File: config.mk
export PLATFORM = sky130hd
export DESIGN_NAME = icu_sequencer_flat
export DESIGN_NICKNAME = d
export VERILOG_FILES = /design/src/rtl/icu_sequencer_pkg.sv /design/src/rtl/icu_sequencer_if.sv /design/src/rtl/icu_sequencer_return_stack.sv /design/src/rtl/icu_sequencer.sv /design/src/flat_wrapper.sv
export SDC_FILE = /design/constraint.sdc
export NUM_CORES = 1
export LEC_CHECK = 0
export CAP_MARGIN = 5
export CORE_AREA = 8 8 76 78
export CTS_CLUSTER_DIAMETER = 40
export CTS_CLUSTER_SIZE = 8
export DETAILED_ROUTE_END_ITERATION = 10
export DIE_AREA = 0 0 84 86
export PLACE_DENSITY = 0.87
export SLEW_MARGIN = 20
export SYNTH_ARGS = -nofsm -noshare
export SYNTH_HDL_FRONTEND = slang
export SYNTH_HIERARCHICAL = 1
export SYNTH_SLANG_ARGS = --single-unit
File: constraint.sdc
create_clock -name clk -period 2.6 [get_ports clk]
set_input_delay 0.39 -clock clk [delete_from_list [all_inputs] [get_ports clk]]
set_output_delay 0.39 -clock clk [all_outputs]
set_load 0.01 [all_outputs]
File: src/rtl/icu_sequencer_pkg.sv
`default_nettype none
// ============================================================================
// Module      : icu_sequencer_pkg
// Description : Shared ICU opcode and sequencer state types.
// Revision    : 1.0 - initial release
// ============================================================================
package icu_sequencer_pkg;

    typedef enum logic [3:0] {
        NOPO = 4'd0,
        LD   = 4'd1,
        LDC  = 4'd2,
        AND  = 4'd3,
        ANDC = 4'd4,
        OR   = 4'd5,
        ORC  = 4'd6,
        XNOR = 4'd7,
        STO  = 4'd8,
        STOC = 4'd9,
        IEN  = 4'd10,
        OEN  = 4'd11,
        JMP  = 4'd12,
        RTN  = 4'd13,
        SKZ  = 4'd14,
        NOPF = 4'd15
    } instruction_t;

    typedef enum logic [1:0] {
        IDLE   = 2'd0,
        RUN    = 2'd1,
        HALTED = 2'd2,
        STEP   = 2'd3
    } seq_state_t;

    localparam int c_opcode_w = 4;

endpackage
`default_nettype wire

File: src/rtl/icu_sequencer_if.sv
`default_nettype none
// ============================================================================
// Module      : icu_sequencer_if
// Description : Program-memory / ICU / control bundle of the sequencer.
//               SINGLE_STEP_EN adds the step_i control line.
// Revision    : 1.0 - initial release
// ============================================================================
interface icu_sequencer_if #(
    parameter int ADDR_W = 8,
    parameter int IO_W   = 3
) ();
    import icu_sequencer_pkg::*;

    logic                         start_i;
    logic                         stop_i;
`ifdef SINGLE_STEP_EN
    logic                         step_i;
`endif
    logic [ADDR_W-1:0]            prog_addr_o;
    logic [c_opcode_w+ADDR_W-1:0] prog_data_i;
    instruction_t                 instruction_o;
    logic [IO_W-1:0]              io_addr_o;
    logic                         jmp_i;
    logic                         rtn_i;
    logic                         flag_o_i;
    logic                         flag_f_i;
    logic                         running_o;
    logic                         halted_o;
    logic                         sync_o;
    logic                         stack_err_o;

    modport master (
`ifdef SINGLE_STEP_EN
        input  step_i,
`endif
        input  start_i, stop_i, prog_data_i, jmp_i, rtn_i, flag_o_i, flag_f_i,
        output prog_addr_o, instruction_o, io_addr_o,
        output running_o, halted_o, sync_o, stack_err_o
    );

    modport slave (
`ifdef SINGLE_STEP_EN
        output step_i,
`endif
        output start_i, stop_i, prog_data_i, jmp_i, rtn_i, flag_o_i, flag_f_i,
        input  prog_addr_o, instruction_o, io_addr_o,
        input  running_o, halted_o, sync_o, stack_err_o
    );

endinterface
`default_nettype wire

File: src/rtl/icu_sequencer_return_stack.sv
`default_nettype none
// ============================================================================
// Module      : icu_sequencer_return_stack
// Description : LIFO of return addresses with a registered stack pointer.
// Revision    : 1.0 - initial release
// ============================================================================
module icu_sequencer_return_stack #(
    parameter int WIDTH = 8,
    parameter int DEPTH = 4
) (
    input  wire logic             clk,
    input  wire logic             rst_n,
    input  wire logic             push,
    input  wire logic             pop,
    input  wire logic [WIDTH-1:0] din,
    output logic      [WIDTH-1:0] dout,
    output logic                  full,
    output logic                  empty
);
    localparam int c_idx_w = $clog2(DEPTH);

    logic [c_idx_w:0]   r_sp;
    logic [WIDTH-1:0]   r_mem [DEPTH];
    logic [c_idx_w-1:0] w_wr_idx;
    logic [c_idx_w-1:0] w_rd_idx;

    // With DEPTH a power of two the low pointer bits wrap to the top slot.
    assign w_wr_idx = r_sp[c_idx_w-1:0];
    assign w_rd_idx = w_wr_idx - c_idx_w'(1);
    assign full     = (r_sp == (c_idx_w+1)'(DEPTH));
    assign empty    = (r_sp == '0);
    assign dout     = r_mem[w_rd_idx];

    always_ff @(posedge clk or negedge rst_n) begin
        if (!rst_n) begin
            r_sp <= '0;
        end else if (push && !full) begin
            r_sp <= r_sp + (c_idx_w+1)'(1);
        end else if (pop && !empty) begin
            r_sp <= r_sp - (c_idx_w+1)'(1);
        end
    end

    always_ff @(posedge clk) begin
        if (push && !full) begin
            r_mem[w_wr_idx] <= din;
        end
    end

endmodule
`default_nettype wire

File: src/rtl/icu_sequencer.sv
`default_nettype none
// ============================================================================
// Module      : icu_sequencer
// Description : PC, fetch and call/return sequencing for the 1-bit ICU.
//               Optional macro SINGLE_STEP_EN adds step_i and a STEP state.
// Revision    : 1.0 - initial release
// ============================================================================
module icu_sequencer
    import icu_sequencer_pkg::*;
#(
    parameter int ADDR_W      = 8,
    parameter int IO_W        = 3,
    parameter int STACK_DEPTH = 4
) (
    input wire logic      clk,
    input wire logic      rst_n,
    icu_sequencer_if.master bus
);
    seq_state_t        r_state;
    logic [ADDR_W-1:0] r_pc;
    logic              r_sync;
    logic              r_err;

    instruction_t      w_opcode;
    logic [ADDR_W-1:0] w_operand;
    logic [ADDR_W-1:0] w_pc_inc;
    logic [ADDR_W-1:0] w_ret_addr;
    logic              w_exec;
    logic              w_step_level;
    logic              w_full;
    logic              w_empty;
    logic              w_push;
    logic              w_pop;
    logic              w_stack_err;

    assign w_opcode  = instruction_t'(bus.prog_data_i[c_opcode_w+ADDR_W-1:ADDR_W]);
    assign w_operand = bus.prog_data_i[ADDR_W-1:0];
    assign w_pc_inc  = r_pc + ADDR_W'(1);

`ifdef SINGLE_STEP_EN
    logic r_step_q;

    always_ff @(posedge clk or negedge rst_n) begin
        if (!rst_n) begin
            r_step_q <= 1'b0;
        end else begin
            r_step_q <= bus.step_i;
        end
    end

    assign w_step_level = bus.step_i;
    assign w_exec = (r_state == RUN) ||
                    ((r_state == STEP) && bus.step_i && !r_step_q);
`else
    assign w_step_level = 1'b0;
    assign w_exec       = (r_state == RUN);
`endif

    // JMP outranks RTN; overflowing pushes and underflowing pops are dropped.
    assign w_push      = w_exec && bus.jmp_i && !w_full;
    assign w_pop       = w_exec && !bus.jmp_i && bus.rtn_i && !w_empty;
    assign w_stack_err = w_exec && ((bus.jmp_i && w_full) ||
                                    (!bus.jmp_i && bus.rtn_i && w_empty));

    icu_sequencer_return_stack #(
        .WIDTH (ADDR_W),
        .DEPTH (STACK_DEPTH)
    ) u_stack (
        .clk   (clk),
        .rst_n (rst_n),
        .push  (w_push),
        .pop   (w_pop),
        .din   (w_pc_inc),
        .dout  (w_ret_addr),
        .full  (w_full),
        .empty (w_empty)
    );

    always_ff @(posedge clk or negedge rst_n) begin
        if (!rst_n) begin
            r_state <= IDLE;
            r_pc    <= '0;
            r_sync  <= 1'b0;
            r_err   <= 1'b0;
        end else begin
            r_sync <= w_exec && bus.flag_o_i;
            if (w_stack_err) begin
                r_err <= 1'b1;
            end
            if (w_exec) begin
                if (bus.jmp_i) begin
                    r_pc <= w_operand;
                end else if (bus.rtn_i) begin
                    r_pc <= w_empty ? '0 : w_ret_addr;
                end else begin
                    r_pc <= w_pc_inc;
                end
            end
            case (r_state)
                IDLE, HALTED: begin
                    if (bus.start_i && !bus.stop_i) begin
                        r_state <= w_step_level ? STEP : RUN;
                    end
                end
                RUN: begin
                    if (bus.stop_i || bus.flag_f_i) begin
                        r_state <= HALTED;
                    end
                end
                STEP: begin
                    if (bus.stop_i || (w_exec && bus.flag_f_i)) begin
                        r_state <= HALTED;
                    end else if (bus.start_i && !w_step_level) begin
                        r_state <= RUN;
                    end
                end
                default: r_state <= IDLE;
            endcase
        end
    end

    assign bus.prog_addr_o   = r_pc;
    assign bus.instruction_o = w_exec ? w_opcode : NOPO;
    assign bus.io_addr_o     = w_exec ? w_operand[IO_W-1:0] : '0;
    assign bus.running_o     = (r_state == RUN);
    assign bus.halted_o      = (r_state == HALTED);
    assign bus.sync_o        = r_sync;
    assign bus.stack_err_o   = r_err;

endmodule
`default_nettype wire

File: src/flat_wrapper.sv
// flat-port wrapper written by rule: the top's interface ports become plain ports
module icu_sequencer_flat import icu_sequencer_pkg::*;
#(
    parameter int ADDR_W      = 8,
    parameter int IO_W        = 3,
    parameter int STACK_DEPTH = 4
)
  (clk, rst_n, bus_start_i, bus_stop_i, bus_prog_data_i, bus_jmp_i, bus_rtn_i, bus_flag_o_i, bus_flag_f_i, bus_prog_addr_o, bus_instruction_o, bus_io_addr_o, bus_running_o, bus_halted_o, bus_sync_o, bus_stack_err_o);
  icu_sequencer_if #(.ADDR_W(ADDR_W), .IO_W(IO_W)) bus_i ();
  input wire logic clk;
  input wire logic rst_n;
  input wire logic [$bits(bus_i.start_i)-1:0] bus_start_i;
  input wire logic [$bits(bus_i.stop_i)-1:0] bus_stop_i;
  input wire logic [$bits(bus_i.prog_data_i)-1:0] bus_prog_data_i;
  input wire logic [$bits(bus_i.jmp_i)-1:0] bus_jmp_i;
  input wire logic [$bits(bus_i.rtn_i)-1:0] bus_rtn_i;
  input wire logic [$bits(bus_i.flag_o_i)-1:0] bus_flag_o_i;
  input wire logic [$bits(bus_i.flag_f_i)-1:0] bus_flag_f_i;
  output wire logic [$bits(bus_i.prog_addr_o)-1:0] bus_prog_addr_o;
  output wire logic [$bits(bus_i.instruction_o)-1:0] bus_instruction_o;
  output wire logic [$bits(bus_i.io_addr_o)-1:0] bus_io_addr_o;
  output wire logic [$bits(bus_i.running_o)-1:0] bus_running_o;
  output wire logic [$bits(bus_i.halted_o)-1:0] bus_halted_o;
  output wire logic [$bits(bus_i.sync_o)-1:0] bus_sync_o;
  output wire logic [$bits(bus_i.stack_err_o)-1:0] bus_stack_err_o;
  assign bus_i.start_i = bus_start_i;
  assign bus_i.stop_i = bus_stop_i;
  assign bus_i.prog_data_i = bus_prog_data_i;
  assign bus_i.jmp_i = bus_jmp_i;
  assign bus_i.rtn_i = bus_rtn_i;
  assign bus_i.flag_o_i = bus_flag_o_i;
  assign bus_i.flag_f_i = bus_flag_f_i;
  assign bus_prog_addr_o = bus_i.prog_addr_o;
  assign bus_instruction_o = bus_i.instruction_o;
  assign bus_io_addr_o = bus_i.io_addr_o;
  assign bus_running_o = bus_i.running_o;
  assign bus_halted_o = bus_i.halted_o;
  assign bus_sync_o = bus_i.sync_o;
  assign bus_stack_err_o = bus_i.stack_err_o;
  icu_sequencer #(.ADDR_W(ADDR_W), .IO_W(IO_W), .STACK_DEPTH(STACK_DEPTH)) u_core (.clk(clk), .rst_n(rst_n), .bus(bus_i));
endmodule
==> metrics.yaml, run 1 <==
route:
  wl_um: 4940
  viasPerCell: 5.65
  first_pass_iters: 4
  drc_errors: 0
  route.vias.total: 1525
  drt_iter0_markers: 138
  wl_per_cell_um: 18.3
  antenna_left: 0
clocking:
  clock_path_buffers: 2
  cts.htree.levels: 2
  cts_root_buffer: "clkbuf_8"
  clock_sinks: 47
  cts_buffers: 5
  tritoncts: "built"
  clkTransAtPathRegs_ns: 0.09
  worst_skew_pair.late_latency_ns: 0.31
  holdBufCountCts: 0
yosys:
  synth_compound_area_share_pct: 11.4
  syn-num-nets: 196
  synthTopCellsByArea: "edfxtp_1 42%, dfrtp_1 16%, mux4_2 7.8%"
  ys_types: 46
  synth_top_family_by_area: "simple AND/OR/NAND/NOR gates"
  ys_seq_area_share_pct: 58.0
  ys.flop_type: "edfxtp_1"
  syn_area_per_cell_um2: 13.6
  synth_simple_gate_area_share_pct: 11.9
  synth-edff-count: 32
  synth_top_area_share_pct: 41.7
  synth_cells: 170
  async_flop_share_pct: 31.9
  synthXorXnorAreaFrac_pct: 3.04
  ys_warn_count: 6
  synth_top_area_cell: "edfxtp_1"
  synthMuxAreaShare_pct: 8.47
  syn_area_um2: 2300
  synthAdderAreaFrac_pct: 3.58
  synth_seq_cells: 47
die:
  rows: 25
  chipWidth_um: 84
  dieArea_um2: 7220
  initial_utilization_pct: 50.1
  die_h_um: 86
  coreArea_um2: 4600
  boundaryPins: 39
final_layout:
  nets: 241
  synthToLayoutAreaGrowth_pct: 24.3
  layout_commonest_cell: "clkdlybuf4s50_1"
  drive_gt1_share_pct: 14.8
  utilization_pct: 62.3
  antennaDiodeCount: 0
  mostFrequentLayoutCells: "38 x clkdlybuf4s50_1, 32 x edfxtp_1, 14 x dfrtp_1"
  fin_area_um2: 2860
  finalNonFillerCells: 270
setup_path:
  startpoint_type: "register"
  cp_num_cells: 11
  required_ns: 2.81
  end_kind: "register"
  arrival_ns: 2.59
  path_max_fanout: 5
  worstPathCellList: "inv_1 -> ha_1 -> nand2_1 -> inv_1 -> nor2_1 -> a21boi_2 -> inv_1 -> fa_1 -> and2b_1 -> xnor2_1 -> a221oi_1"
  rr_startpoint: "u_core/u_stack/r_sp[1]"
  crit_path_start: "u_core/u_stack/r_sp[1]"
  reg2reg_depth: 11
  r2r_end: "u_core/u_stack/r_sp[2]"
  cp_slowest_cell: "dfrtp_2"
  critPathTopFamily: "adder cells"
  critPathMaxStageDelay_ns: 0.42
  worstSetupEndpoint: "u_core/u_stack/r_sp[2]"
  crit_type: "register to register"
  crit_buf_inv: 3
  crit_top_cell: "inv_1"
  rrSetupSlack_ns: 0.22
placed_design:
  post-dp-hpwl_um: 3670
  pre_cts_slack_ns: 0.143
  placed_cells: 262
  io_buffers: 38
  post_dp_cell_area_um2: 2760
  gp_congestion: 0.881
power:
  p_leak_nw: 1.07
  p_total_mw: 2.76
  power_density_nw_per_um2: 964
  vdd_drop_max_mv: 0.547
timing:
  drv_slew: 0
  setup_viol: 0
  worstMarginPinSlew_ns: 0.693
  slew_headroom_pct: 53.6
  fin_crit_sh_pct: 91.5
  whs_ns: 0.469
  period_minus_slack_ns: 2.38
  rsz0062_at_grt: "false"
  finalClockSkew_ns: 0.00626
  fmax_mhz: 420
  hold_violations: 0
  worst_slack_ns: 0.222
  setup-tns-final_ns: 0
run:
  cap_viol_max_count: 0
global_route:
  grt_max_degree: 20
  grt_pass1_wl_um: 8150
  grt.overflow.total: 0
  grtUsageTotal_pct: 14.3
  grt_pass1_vias: 1546
  antenna_found_initial: 0
min_path:
  worstHoldPathType: "register to register"
run_status:
  status: "finished, final reports clean"
## area by class of cell
| cell class | instances | area (um2) |
|---|---|---|
| sequential | 47 | 1340 |
| fill | 360 | 1730 |
| clock inverter | 3 | 31.3 |
| clock buffer | 5 | 68.8 |
| tap | 54 | 67.6 |
| timing repair buffer | 45 | 433 |
| inverter | 11 | 41.3 |
| multi-input combinational | 105 | 885 |
## report_power, final
part	internal [mW]	leakage, nW	total [mW]	switching, mW
clock network	0.206	0.0526	0.482	0.276
registers	1.01	0.468	1.18	0.165
logic	0.561	0.551	1.10	0.539
total	1.78	1.07	2.76	0.980
## flip-flops by register name (all words and copies together) (netlist names)
register / count
u_core/bus.sync_o: 1
u_core/u_stack/r_sp: 3
u_core/bus.stack_err_o: 1
u_core/bus.prog_addr_o: 8
u_core/u_stack/r_mem: 32
u_core/r_state: 2
## Yosys cell counts (2+ instances only)
master	n
a211oi_1	2
a21oi_1	5
a221o_1	2
a221oi_1	3
a22o_1	2
a31o_1	2
and2_1	13
buf_6	2
clkbuf_1	4
dfrtp_1	15
edfxtp_1	32
ha_1	5
inv_1	10
mux4_2	8
nand2_1	10
nand3_1	4
nor2_1	4
nor2b_1	3
o21a_1	3
o21ai_0	4
o21ai_1	5
o31ai_1	2
xnor2_1	6
xor2_1	2
## what timing repair did
action | CTS | global route
setup buffers | 0 | 0
endpoints found under the setup margin | 0 | 1
gates resized for setup | 0 | 1
## how the worst min path moves through the flow
stage                                 startpoint                   endpoint  depth (start not counted)
after global placement    u_core/bus.stack_err_o     u_core/bus.stack_err_o                          1
after detailed placement  u_core/bus.stack_err_o     u_core/bus.stack_err_o                          1
final                     u_core/bus.stack_err_o     u_core/bus.stack_err_o                          1
after global routing      u_core/bus.stack_err_o     u_core/bus.stack_err_o                          1
after floorplan                            rst_n  u_core/bus.prog_addr_o[0]                          0
after CTS                 u_core/bus.stack_err_o     u_core/bus.stack_err_o                          1
## routing by layer
metal | vias to the layer above | wire, um | share of wire (%) | track usage [%]
li1 | 722 | - | - | -
met1 | 744 | 2160 | 44 | 18.0
met2 | 55 | 2370 | 48 | 22.7
met3 | 4 | 355 | 7.2 | 3.89
met4 | 0 | 61 | 1.2 | 5.49
met5 | - | 0 | 0 | 0
## cell families after synthesis
logic type               Yosys count
XOR/XNOR                           8
multiplexers                       9
AND/OR/NAND/NOR                   45
buffers and inverters             18
adder cells (fa/ha/maj)            6
flip-flops                        47
AO/OA/AOI/OAI                     37
No activity file was read; power rests on OpenSTA's default activity.
==> inputs of run 2 (changes only) <==
Settings changed: CELL_PAD_IN_SITES_DETAIL_PLACEMENT from default to 1, CELL_PAD_IN_SITES_GLOBAL_PLACEMENT from default to 1, CORE_AREA 8 8 76 78 to 8 8 77 79, DIE_AREA 0 0 84 86 to 0 0 85 87, DONT_BUFFER_PORTS from default to 1, PLACE_DENSITY 0.87 to 0.86.
==> metrics.yaml, run 2 (synthesis gave the netlist of run 1 again) <==
run_status:
  status: "finished, final reports clean"
setup_path:
  rrSetupSlack_ns: 0.19
  crit_buf_inv: 3
  worstPathCellList: "inv_1 -> ha_2 -> nand2_1 -> inv_1 -> nor2_1 -> a21boi_4 -> inv_1 -> fa_1 -> and2b_1 -> xnor2_1 -> a221oi_2"
  startpoint_type: "register"
  reg2reg_depth: 11
  critPathTopFamily: "adder cells"
  r2r_end: "u_core/u_stack/r_sp[2]"
  end_kind: "register"
  arrival_ns: 2.61
  crit_top_cell: "inv_1"
  crit_path_start: "u_core/u_stack/r_sp[1]"
  critPathMaxStageDelay_ns: 0.42
  required_ns: 2.80
  rr_startpoint: "u_core/u_stack/r_sp[1]"
  cp_slowest_cell: "dfrtp_2"
  crit_type: "register to register"
  path_max_fanout: 5
route:
  wl_um: 5600
  antenna_left: 0
  first_pass_iters: 4
  wl_per_cell_um: 23.8
  drc_errors: 0
  viasPerCell: 6.17
  drt_iter0_markers: 124
  route.vias.total: 1450
die:
  die_h_um: 87
  chipWidth_um: 85
  initial_utilization_pct: 47.5
  boundaryPins: 39
  rows: 26
  dieArea_um2: 7400
  coreArea_um2: 4850
placed_design:
  io_buffers: 0
  post-dp-hpwl_um: 4060
  gp_congestion: 0.882
  post_dp_cell_area_um2: 2370
  placed_cells: 224
timing:
  fmax_mhz: 414
  rsz0062_at_grt: "false"
  hold_violations: 0
  setup_viol: 0
  whs_ns: 0.169
  fin_crit_sh_pct: 92.8
  worstMarginPinSlew_ns: 0.748
  drv_slew: 0
  setup-tns-final_ns: 0
  slew_headroom_pct: 50.0
  period_minus_slack_ns: 2.41
  finalClockSkew_ns: 0.00680
final_layout:
  fill_cells: 489
  finalNonFillerCells: 235
  synthToLayoutAreaGrowth_pct: 9.28
  antennaDiodeCount: 0
  utilization_pct: 52.0
  seq_area_um2: 1340
  multiInputGateArea_um2: 901
  fin_area_um2: 2520
  regMostFlops: "u_core/u_stack/r_mem"
  nets: 204
  mostFrequentLayoutCells: "32 x edfxtp_1, 14 x dfrtp_1, 13 x and2_1"
  layout_commonest_cell: "edfxtp_1"
  drive_gt1_share_pct: 17.9
  largest_reg_flops: 32
run:
  cap_viol_max_count: 0
min_path:
  min_to: "u_core/r_state[0]"
  hold_path_depth: 1
  hp-start: "bus_stop_i"
  worstHoldPathType: "primary input to register"
clocking:
  clock_sinks: 47
  clock_path_buffers: 2
  cts_root_buffer: "clkbuf_8"
  tritoncts: "built"
  cts.htree.levels: 2
  worst_skew_pair.late_latency_ns: 0.29
  clkTransAtPathRegs_ns: 0.08
  cts_buffers: 5
global_route:
  antenna_found_initial: 0
  grt_max_degree: 20
  grt.overflow.total: 0
  grtUsageTotal_pct: 15.3
  grt_pass1_vias: 1603
  grt_pass1_wl_um: 8710
power:
  vdd_drop_max_mv: 0.320
  power_density_nw_per_um2: 1060
  p_leak_nw: 0.934
-- run 2: report_power, final --
group | leakage, nW | switching [mW] | internal (mW)
clock network | 0.0524 | 0.227 | 0.288
registers | 0.468 | 0.214 | 1.01
logic | 0.414 | 0.501 | 0.427
total | 0.934 | 0.942 | 1.73
-- run 2: area by class of cell --
type	count	share of cell area (%)
clock inverter	1	1.19
multi-input combinational	105	35.8
timing repair buffer	8	2.48
inverter	11	1.64
sequential	47	53.1
clock buffer	7	3.03
tap	56	2.78
-- run 2: what timing repair did --
item,4_1_cts,5_1_grt
setup endpoints to repair,1,1
hold endpoints to repair,15,0
gates resized for setup,2,2
hold buffers,1,0
setup buffers,0,2
-- run 2: worst max-delay path by stage --
stage	depth (start not counted)	slack, ns	endpoint
2_1_floorplan	12	0.17	u_core/u_stack/r_sp[2]
3_3_place_gp	11	0.30	u_core/u_stack/r_sp[2]
3_5_place_dp	11	0.04	u_core/u_stack/r_sp[2]
4_1_cts	11	0.04	u_core/u_stack/r_sp[2]
5_1_grt	11	0.03	u_core/u_stack/r_sp[2]
6_report	11	0.19	u_core/u_stack/r_sp[2]
-- run 2: through the flow --
stage / setup WS [ns] / total power [mW]
floorplan: 0.170 / 1.87
global placement: 0.297 / 2.03
detailed placement: 0.0403 / 2.12
CTS: 0.0395 / 2.66
global route: 0.0288 / 2.80
finish: 0.187 / 2.67
-- run 2: routing by layer --
metal / GRT usage [%] / share of wire [%] / up-vias / routed length [um]
li1: - / - / 642 / -
met1: 16.4 / 40 / 741 / 2250
met2: 27.6 / 51 / 61 / 2840
met3: 5.38 / 7.8 / 6 / 434
met4: 4.21 / 1.3 / 0 / 73
met5: 0 / 0 / - / 0
==> inputs of run 3 (changes only) <==
--- a/config.mk
+++ b/config.mk
@@ -10,5 +10,5 @@
 export CELL_PAD_IN_SITES_GLOBAL_PLACEMENT = 1
 export CORE_AREA = 8 8 77 79
-export CTS_CLUSTER_DIAMETER = 40
+export CTS_CLUSTER_DIAMETER = 80
 export CTS_CLUSTER_SIZE = 8
 export DETAILED_ROUTE_END_ITERATION = 10
==> constraint.sdc (replaced) <==
create_clock -name clk -period 2.6 [get_ports clk]
set_input_delay 0.65 -clock clk [delete_from_list [all_inputs] [get_ports clk]]
set_output_delay 0.65 -clock clk [all_outputs]
set_load 0.01 [all_outputs]
==> metrics.yaml, run 3 (synthesis gave the netlist of run 1 again) <==
run_status:
  status: "finished, final reports clean"
route:
  wl_per_cell_um: 24.7
  wl_um: 5750
  first_pass_iters: 4
  viasPerCell: 6.26
  antenna_left: 0
  drt_iter0_markers: 95
  drc_errors: 0
  route.vias.total: 1459
final_layout:
  largest_reg_flops: 32
  regMostFlops: "u_core/u_stack/r_mem"
  mostFrequentLayoutCells: "32 x edfxtp_1, 14 x dfrtp_1, 13 x and2_1"
  finalNonFillerCells: 233
  utilization_pct: 51.5
  drive_gt1_share_pct: 16.9
  synthToLayoutAreaGrowth_pct: 8.25
  antennaDiodeCount: 0
  fin_area_um2: 2490
  nets: 202
  layout_commonest_cell: "edfxtp_1"
timing:
  hold_violations: 0
  period_minus_slack_ns: 2.39
  setup-tns-final_ns: 0
  rsz0062_at_grt: "false"
  fmax_mhz: 419
  fin_crit_sh_pct: 91.7
  slew_headroom_pct: 63.2
  setup_viol: 0
  finalClockSkew_ns: 0.00840
  worstMarginPinSlew_ns: 0.549
  drv_slew: 0
power:
  seq_power_share_pct: 45.9
  power_switching_uw: 949
  p_comb_share_pct: 34.8
  clockPowerShare_pct: 19.3
  p_leak_nw: 0.923
  p_int_mw: 1.72
  switching_share_pct: 35.5
  power_density_nw_per_um2: 1070
  vdd_drop_max_mv: 0.359
min_path:
  worstHoldPathType: "primary input to async pin"
setup_path:
  path_max_fanout: 5
  end_kind: "register"
  startpoint_type: "register"
  crit_type: "register to register"
  arrival_ns: 2.58
  required_ns: 2.79
clocking:
  clkTransAtPathRegs_ns: 0.08
  tritoncts: "built"
  clock_sinks: 47
  clock_path_buffers: 2
  cts.htree.levels: 2
  cts_root_buffer: "clkbuf_8"
  worst_skew_pair.late_latency_ns: 0.30
  cts_buffers: 5
global_route:
  grt_pass1_vias: 1611
  grt_pass1_wl_um: 8960
  antenna_found_initial: 0
  grt.overflow.total: 0
  grt_max_degree: 20
  grtUsageTotal_pct: 16.2
placed_design:
  placed_cells: 224
  io_buffers: 0
  gp_congestion: 0.889
  post-dp-hpwl_um: 4090
  post_dp_cell_area_um2: 2370
die:
  initial_utilization_pct: 47.5
  dieArea_um2: 7400
  coreArea_um2: 4850
  chipWidth_um: 85
  boundaryPins: 39
  rows: 26
  die_h_um: 87
run:
  cap_viol_max_count: 0
==> run 3: cell types whose count changed in the layout (fill, tap and decap cells not counted) <==
| cell | delta |
|---|---|
| a221oi_2 | -1 |
| dlygate4sd3_1 | -1 |
| buf_4 | -1 |
| a221oi_1 | +1 |
==> run 3: cell type report <==
class	count	area [um2]
Fill cell	496	2350
Sequential cell	47	1340
Multi-Input combinational cell	105	895
Clock buffer	7	76.3
Tap cell	56	70.1
Timing Repair Buffer	6	45.0
Inverter	11	41.3
Clock inverter	1	30.0
==> run 3: metrics by stage <==
stage	worst slack [ns]	hold slack, ns	total power, mW
finish	0.215	0.0370	2.67
global placement	0.299	0.355	2.03
global route	0.0137	0.0114	2.81
detailed placement	0.0737	0.355	2.14
CTS	0.0143	0.0246	2.67
floorplan	0.170	0.354	1.87
==> run 3: power groups by stage <==
stage	clock network [mW]	logic (mW)	registers [mW]
after global placement	0	0.811	1.22
after CTS	0.535	0.913	1.22
final	0.514	0.930	1.23
after detailed placement	0	0.897	1.24
after floorplan	0	0.677	1.19
after global routing	0.561	1.00	1.25
==> run 3: worst paths after layout <==
check                                        from                         to  slack, ns  cells past startpoint
setup reg to reg           u_core/u_stack/r_sp[1]     u_core/u_stack/r_sp[2]       0.21                     11
hold reg to reg                 u_core/r_state[1]          u_core/r_state[1]       0.50                      1
min in group clk                       bus_stop_i          u_core/r_state[0]       0.41                      1
max in group asynchronous                   rst_n     u_core/u_stack/r_sp[1]       2.48                      0
hold / removal                              rst_n  u_core/bus.prog_addr_o[1]       0.04                      0
setup / recovery           u_core/u_stack/r_sp[1]     u_core/u_stack/r_sp[2]       0.21                     11
==> run 3: worst max-delay path, stage by stage, from the launching register on <==
cell	delay [ns]
dfrtp_2	0.42
inv_1	0.09
ha_2	0.23
nand2_1	0.09
inv_1	0.05
nor2_1	0.15
a21boi_4	0.21
inv_1	0.07
fa_1	0.41
and2b_1	0.26
xnor2_1	0.07
a221oi_1	0.24
==> run 3: timing repair <==
| action | 4_1_cts | 5_1_grt |
|---|---|---|
| endpoints found under the setup margin | 0 | 1 |
| hold buffers | 0 | 0 |
| gates resized for setup | 0 | 3 |
| setup buffers | 0 | 1 |
==> run 3: layer usage <==
metal  share of wire, %  wire length [um]  up-vias  track usage, %
met1                 37              2110      735            16.4
met4                1.7                98        0            7.77
met2                 51              2950       72            29.0
met3                 10               595       10            6.04
met5                  0                 0        -               0
li1                   -                 -      642               -
==> RTL edit, RTL diff (flow settings as in run 1) <==
Encoding of `seq_state_t`: now Gray code (2 bits for 4 states).
--- a/src/rtl/icu_sequencer_pkg.sv
+++ b/src/rtl/icu_sequencer_pkg.sv
@@ -26,10 +26,10 @@
     } instruction_t;
 
     typedef enum logic [1:0] {
-        IDLE   = 2'd0,
-        RUN    = 2'd1,
-        HALTED = 2'd2,
-        STEP   = 2'd3
+        IDLE   = 2'b00,
+        RUN    = 2'b01,
+        HALTED = 2'b11,
+        STEP   = 2'b10
     } seq_state_t;
 
     localparam int c_opcode_w = 4;
Behaviour: no difference found for any inputs over 10 cycles, from zero or initial values and one cycle with rst_n low; not proved beyond that.
==> RTL edit against run 1 <==
  * Routed wire length up 4.3%
  * Critical endpoint unchanged
  * Setup slack gained 0.014 ns
  * Final area increased by 0.96%
  * Critical path type unchanged
  * Largest power group is now combinational logic
  * Area after synthesis rose by 1.2%
  * Clock power decreased by 6.0%
  * Sequential cell count is the same
  * Total power increased by 19%
==> RTL edit: results (changes against run 1) <==
| Metric | Value |
|---|---|
| Slew @ Worst Pin | `0.745 ns (+0.0513 ns)` |
| Final clock skew | `0.00871 ns (+0.00245 ns)` |
| Complex-gate fraction of the synthesized area | `10.3% (-1.1 points)` |
| Multiplexer area fraction after synthesis | `9.33% (+0.86 points)` |
| Peak VDD IR | `0.000362 V (-34%)` |
| Net switching power | `1170 µW (+20%)` |
| Inverters | `14 (+3)` |
| Post-Route WL | `5160 µm (+4.3%)` |
| CP Data Arrival Time | `2.56 ns (-0.03 ns)` |
| Xor/xnor share of the synthesized area | `3.00% (-0.037 points)` |
| Vias per cell | `5.77 (+2.2%)` |
| Fraction of area in multi-input gates | `32.0% (+1.1 points)` |
| Register area share after synthesis | `57.3% (-0.72 points)` |
| Total placed instance area | `2790 µm² (+0.95%)` |
| Multi-input gate area | `925 µm² (+4.5%)` |
| Routed WL per cell | `18.7 µm (+2.1%)` |
| Logic power comb | `1570 µW (+43%)` |
| All-Layer GR Usage | `15.0% (+0.75 points)` |
| Detailed placer's ending HPWL | `3650 µm (-0.41%)` |
| Leak | `0.00112 µW (+4.3%)` |
| Syn Nets | `205 (+4.6%)` |
| Run status | `finished, final reports clean` |
| Distinct cell type count after synthesis | `45 (-2.2%)` |
| Layout cells sized above 1 | `15.8% (+0.95 points)` |
| Signal buffers | `43 (-4.4%)` |
| P_seq | `1280 µW (+8%)` |
| Layout clock buffers | `7 (+2)` |
| 1st-iter DRT viols | `143 (+3.6%)` |
| Top cells by count, synth | `32 x edfxtp_1, 15 x dfrtp_1, 14 x inv_1, 14 x nand2_1, 11 x and2_1` |
| First-pass GRT wire length | `8450 µm (+3.7%)` |
| Placed cells | `268 (+2.3%)` |
| Multi-In Gates | `110 (+4.8%)` |
-- RTL edit: cell types whose count changed after synthesis, sizes merged, moves of 3 or more --
cell	change
ha	+3
inv	+3
nor2	+5
a31oi	+3
o21a	-3
nand2	+4
-- RTL edit: worst min path at each step --
stage / end / slack [ns] / depth (start not counted)
finish: u_core/bus.stack_err_o$_DFFE_PN0P_ / 0.47 / 1
global route: u_core/bus.stack_err_o$_DFFE_PN0P_ / 0.49 / 1
CTS: u_core/bus.stack_err_o$_DFFE_PN0P_ / 0.47 / 1
detailed placement: u_core/bus.stack_err_o$_DFFE_PN0P_ / 0.46 / 1
global placement: u_core/bus.stack_err_o$_DFFE_PN0P_ / 0.45 / 1
floorplan: u_core/bus.prog_addr_o[0]$_DFFE_PN0N_ / 0.09 / 0
-- RTL edit: metal layers --
metal	vias up	part of all wire [%]	global-route usage, %
li1	729	-	-
met3	9	5.9	4.08
met2	65	50	25.3
met5	-	0	0
met1	790	42	17.5
met4	0	2.5	6.75
